File: src/rtl/seq_shift_right.sv
// seq_shift_right: multi-cycle srl/sra unit for the multicycle MIPS datapath.
// Shifts up to STEP bits per clock under a start/done handshake. The unit
// latches its operands when a request is accepted, then walks the shift
// amount down to zero. The last step may be shorter than STEP.
// Optional feature macro: SHIFT_LEFT_EN. When it is defined, the unit gets a
// dir port and also performs a logical left shift (sll/sllv) when dir=1.
module seq_shift_right #(
  parameter  int WIDTH = 32,
  parameter  int STEP  = 1,
  localparam int SW    = $clog2(WIDTH)
) (
  input  logic             clk,
  input  logic             rst,
  input  logic             start,
  input  logic [WIDTH-1:0] a,
  input  logic [SW-1:0]    shamt,
  input  logic             arith,
`ifdef SHIFT_LEFT_EN
  input  logic             dir,
`endif
  output logic             busy,
  output logic             done,
  output logic [WIDTH-1:0] y
);

  typedef enum logic {IDLE, SHIFT} state_t;

  // STEP never exceeds WIDTH-1, so it always fits in the shamt width.
  localparam logic [SW-1:0] STEP_W = SW'(STEP);

  state_t             state_q, state_d;
  logic [WIDTH-1:0]   acc_q, acc_d;
  logic [SW-1:0]      rem_q, rem_d;
  logic               fill_q, fill_d;
  logic [WIDTH-1:0]   y_q, y_d;
  logic               busy_q, busy_d;
  logic               done_q, done_d;
`ifdef SHIFT_LEFT_EN
  logic               dir_q, dir_d;
`endif

  logic [SW-1:0]      k;
  logic signed [WIDTH:0] ext_s;
  logic [WIDTH-1:0]   shifted;

  // Step datapath: the shift distance for this cycle is min(STEP, rem). The
  // operand is extended by one fill bit so that one arithmetic shift covers
  // both sra (sign fill) and srl (zero fill).
  always_comb begin
    k       = (rem_q < STEP_W) ? rem_q : STEP_W;
    ext_s   = $signed({fill_q & acc_q[WIDTH-1], acc_q});
    shifted = WIDTH'(ext_s >>> k);
`ifdef SHIFT_LEFT_EN
    // Left shifts always zero-fill. The latched arith bit is not used here.
    if (dir_q) shifted = acc_q << k;
`endif
  end

  // Control: accept a request in IDLE and step the shift in SHIFT. A zero
  // shift amount completes on the accepting edge and never enters SHIFT.
  always_comb begin
    state_d = state_q;
    acc_d   = acc_q;
    rem_d   = rem_q;
    fill_d  = fill_q;
    y_d     = y_q;
    busy_d  = busy_q;
    done_d  = 1'b0;
`ifdef SHIFT_LEFT_EN
    dir_d   = dir_q;
`endif
    case (state_q)
      IDLE: begin
        if (start) begin
          acc_d  = a;
          rem_d  = shamt;
          fill_d = arith;
`ifdef SHIFT_LEFT_EN
          dir_d  = dir;
`endif
          if (shamt == '0) begin
            y_d    = a;
            done_d = 1'b1;
          end else begin
            state_d = SHIFT;
            busy_d  = 1'b1;
          end
        end
      end
      SHIFT: begin
        // Any start seen here is ignored; the operands stay as latched.
        acc_d = shifted;
        rem_d = rem_q - k;
        if (rem_q == k) begin
          y_d     = shifted;
          done_d  = 1'b1;
          busy_d  = 1'b0;
          state_d = IDLE;
        end
      end
      default: begin
        state_d = IDLE;
        busy_d  = 1'b0;
      end
    endcase
  end

  // State and output registers. An asynchronous reset aborts any operation
  // in flight, and no done is produced for it.
  always_ff @(posedge clk or posedge rst) begin
    if (rst) begin
      state_q <= IDLE;
      acc_q   <= '0;
      rem_q   <= '0;
      fill_q  <= 1'b0;
      y_q     <= '0;
      busy_q  <= 1'b0;
      done_q  <= 1'b0;
`ifdef SHIFT_LEFT_EN
      dir_q   <= 1'b0;
`endif
    end else begin
      state_q <= state_d;
      acc_q   <= acc_d;
      rem_q   <= rem_d;
      fill_q  <= fill_d;
      y_q     <= y_d;
      busy_q  <= busy_d;
      done_q  <= done_d;
`ifdef SHIFT_LEFT_EN
      dir_q   <= dir_d;
`endif
    end
  end

  assign busy = busy_q;
  assign done = done_q;
  assign y    = y_q;

endmodule
File: config.mk
export PLATFORM = sky130hd
export DESIGN_NAME = seq_shift_right
export DESIGN_NICKNAME = d
export VERILOG_FILES = /design/src/rtl/seq_shift_right.sv
export SDC_FILE = /design/constraint.sdc
export NUM_CORES = 1
export LEC_CHECK = 0
export CORE_MARGIN = 2
export CORE_UTILIZATION = 47
export DETAILED_ROUTE_END_ITERATION = 12
export PLACE_DENSITY = 0.77
export SLEW_MARGIN = 20
export SYNTH_ARGS = -nofsm -noshare
export SYNTH_HDL_FRONTEND = slang
export SYNTH_SLANG_ARGS = --single-unit
File: constraint.sdc
create_clock -name clk -period 2.6 [get_ports clk]
set_clock_uncertainty 0.2 [all_clocks]
set_input_delay 0.52 -clock clk [delete_from_list [all_inputs] [get_ports clk]]
set_output_delay 0.52 -clock clk [all_outputs]
set_load 0.05 [all_outputs]
==> impl_metrics.py <==
metrics = {
    "clocking": {
        "cts_tree": "done",
        "cts-hold-fix-buffers": 0,
        "cts-root-buf": "clkbuf_8",
        "clkLatencyLatePin_ns": 0.34,
        "clk_pin_slew_ns": 0.07,
        "cts-resized-gates": 0,
        "cts.sinks": 73,
        "cts_buffer_depth": 2,
        "ctsHtreeMaxLevel": 3,
        "cts_setup_buffers": 0,
        "cts_inserted_buffers": 9,
    },
    "power": {
        "switching_power_mw": 3.12,
        "pwr-share-seq_pct": 32.1,
        "ir_drop_mv": 0.741,
        "clkPwrFrac_pct": 13.4,
        "leakagePower_nw": 2.00,
        "internal_power_mw": 3.75,
        "power.share.switching_pct": 45.4,
        "power_mw": 6.87,
        "power_frac_comb_pct": 54.5,
        "powerDensity_nw_per_um2": 1430,
    },
    "global_routing": {
        "grt_pass1_vias": 3067,
        "grt_usage_pct": 21.2,
        "antenna_found_initial": 0,
        "grt_pass1_wl_mm": 14.6,
        "grt_overflow": 0,
        "grt_start_max_net_pins": 74,
    },
    "layout": {
        "fill_cells": 636,
        "regArea_um2": 1830,
        "drive_above_1_share_pct": 11.4,
        "layout.nets": 477,
        "antennaDiodeCount": 0,
        "multi_input_area_um2": 1730,
        "area_growth_pct": 27.6,
        "fin_util_pct": 62.0,
        "final_cell_area_um2": 4790,
    },
    "route": {
        "drt_pass1_iterations": 4,
        "wl_per_cell_um": 16.0,
        "drc_errors": 0,
        "vias": 3080,
        "vias_per_cell": 5.68,
        "first_iter_violations": 218,
        "routed_wl_mm": 8.65,
        "ant_nets": 0,
    },
    "place": {
        "hpwlAfterDp_mm": 5.64,
        "place.gp.congestion": 0.809,
        "dpl-instance-area_um2": 4580,
        "io_buffers": 74,
    },
    "min_path": {
        "min_to": "y[29]",
        "min_path_type": "flip-flop to flip-flop",
        "hold_depth": 2,
        "hold_path_startpoint": "y[29]",
    },
    "critical_path": {
        "r2r-start": "rem_q[1]",
        "worstPathMaxFanout": 42,
        "reg2reg_slack_ns": 0.27,
        "worstPathRequired_ns": 2.62,
        "setup.worst_path.end_class": "flip-flop",
        "path_class": "input port to flip-flop",
        "ff2ff_path_depth": 5,
        "worst_setup_path_start_kind": "input port",
        "reg2reg_to": "y[27]",
        "arrival_ns": 2.45,
    },
    "synthesis": {
        "synth_top_family_by_area": "compound AO/OA/AOI/OAI gates",
        "yosysSeqAreaShare_pct": 48.7,
        "async_flop_share_pct": 100,
        "synth_area_leaders": "dfrtp_1 (49%), o41ai_2 (6.1%), o21a_1 (6.0%)",
        "ys_types": 37,
        "yosys_most_used_dff": "dfrtp_1",
        "yosysWarningCount": 0,
        "synth_edf_count": 0,
        "yosysMostFrequentCell": "dfrtp_1",
        "synth_compound_area_share_pct": 27.2,
        "muxShareOfSynthArea_pct": 5.13,
        "yosys.area_share.simple_pct": 13.0,
        "avgSynthCellArea_um2": 10.2,
        "syn-num-nets": 411,
        "synth_adder_area_share_pct": 0.333,
        "synth_xor_xnor_area_share_pct": 0.467,
        "syn_area_um2": 3750,
        "synth.largest_area_cell": "dfrtp_1",
        "netlist_top_cells_count": "dfrtp_1 (73), nor2_1 (51), nand2_1 (35)",
        "synthCells": 369,
        "ys_ff_latch": 73,
        "synth_top_area_share_pct": 48.7,
    },
    "floorplan": {
        "coreArea_um2": 7730,
        "die-area_um2": 8720,
        "rows": 32,
        "die_w_um": 93.4,
        "die_h_um": 93.4,
        "boundaryPins": 75,
        "start_util_pct": 48.6,
    },
    "timing": {
        "finalHoldViolCount": 0,
        "setup_viol": 0,
        "finalHoldWorstSlack_ns": 0.286,
        "maxSlewViolCount": 0,
        "slew-limit-headroom_pct": 55.0,
        "fmax_ghz": 0.411,
        "post-route-min-period_ns": 2.43,
        "tightestPinTransition_ns": 0.675,
        "finalCritPeriodShare_pct": 93.5,
        "final.setup.tns_ns": 0,
        "rsz0062_at_grt": "no",
    },
    "job": {
        "maxCapViolCount": 0,
    },
    "run_status": {
        "status": "complete, no violations",
    },
}
==> sequential cells by signal, indices dropped and copies added, names as in the netlist <==
register	count
done	1
rem_q	5
busy	1
state_q	1
y	32
acc_q	32
fill_q	1
==> power groups by stage <==
stage	Combinational [mW]	Sequential, mW	Clock, mW
3_3_place_gp	3.68	2.20	0
5_1_grt	4.05	2.29	0.983
3_5_place_dp	3.76	2.21	0
2_1_floorplan	1.94	2.98	0
6_report	3.74	2.20	0.921
4_1_cts	3.78	2.20	0.939
==> routing by layer <==
layer / global-route usage [%] / wire length [µm] / up-vias
met3: 2.90 / 362 / 11
met5: 0 / 0 / -
met1: 29.2 / 3900 / 1519
met4: 7.48 / 131 / 0
li1: - / - / 1473
met2: 34.4 / 4260 / 77
==> kinds of logic after synthesis <==
group / after synthesis
AO/OA/AOI/OAI: 122
AND/OR/NAND/NOR: 115
flip-flops: 73
buffers and inverters: 37
multiplexers: 19
XOR/XNOR: 2
adder cells (fa/ha/maj): 1
==> worst max-delay path by stage <==
stage	start	end	slack, ns	cells after the start
after floorplan	rst	acc_q[0]	0.03	1
after global placement	shamt[3]	y[27]	-0.11	5
after detailed placement	shamt[3]	y[28]	-0.19	5
after CTS	shamt[3]	y[28]	0.16	5
after global routing	shamt[3]	y[27]	0.05	5
final	shamt[3]	y[27]	0.17	5
==> layout by cell type, fill, tap and decap left out, types with 2 or more instances in the layout <==
| master | n |
|---|---|
| a21oi_1 | 18 |
| clkbuf_8 | 12 |
| o41ai_2 | 14 |
| nand2_1 | 35 |
| mux2i_1 | 17 |
| a211oi_1 | 15 |
| clkdlybuf4s50_1 | 74 |
| nor3_1 | 18 |
| inv_1 | 4 |
| buf_4 | 10 |
| o31ai_1 | 13 |
| o41ai_1 | 3 |
| clkbuf_1 | 2 |
| nor2b_1 | 2 |
| o21a_1 | 30 |
| mux2_2 | 2 |
| buf_12 | 3 |
| nand2b_1 | 2 |
| o21ai_0 | 6 |
| dfrtp_1 | 73 |
| o22a_1 | 17 |
| nor2_1 | 51 |
| xor2_1 | 2 |
==> area by class of cell <==
type	instances	area share, %
timing repair buffer	87	18.3
multi-input combinational	259	36.2
tap	102	2.66
inverter	5	0.392
clock buffer	14	3.60
sequential	73	38.1
clock inverter	2	0.731
==> worst max-delay path, stage by stage <==
cell	delay [ns]
clkdlybuf4s50_1	0.42
or4_1	0.57
o32a_2	0.38
buf_12	0.18
o41ai_1	0.37
==> metrics by stage <==
| step | std cells | setup slack, ns |
|---|---|---|
| 2_1_floorplan | 369 | 0.0267 |
| 3_3_place_gp | 526 | -0.108 |
| 3_5_place_dp | 526 | -0.193 |
| 4_1_cts | 542 | 0.164 |
| 5_1_grt | 542 | 0.0512 |
| 6_report | 542 | 0.169 |
(Power assumes the default switching activity.)
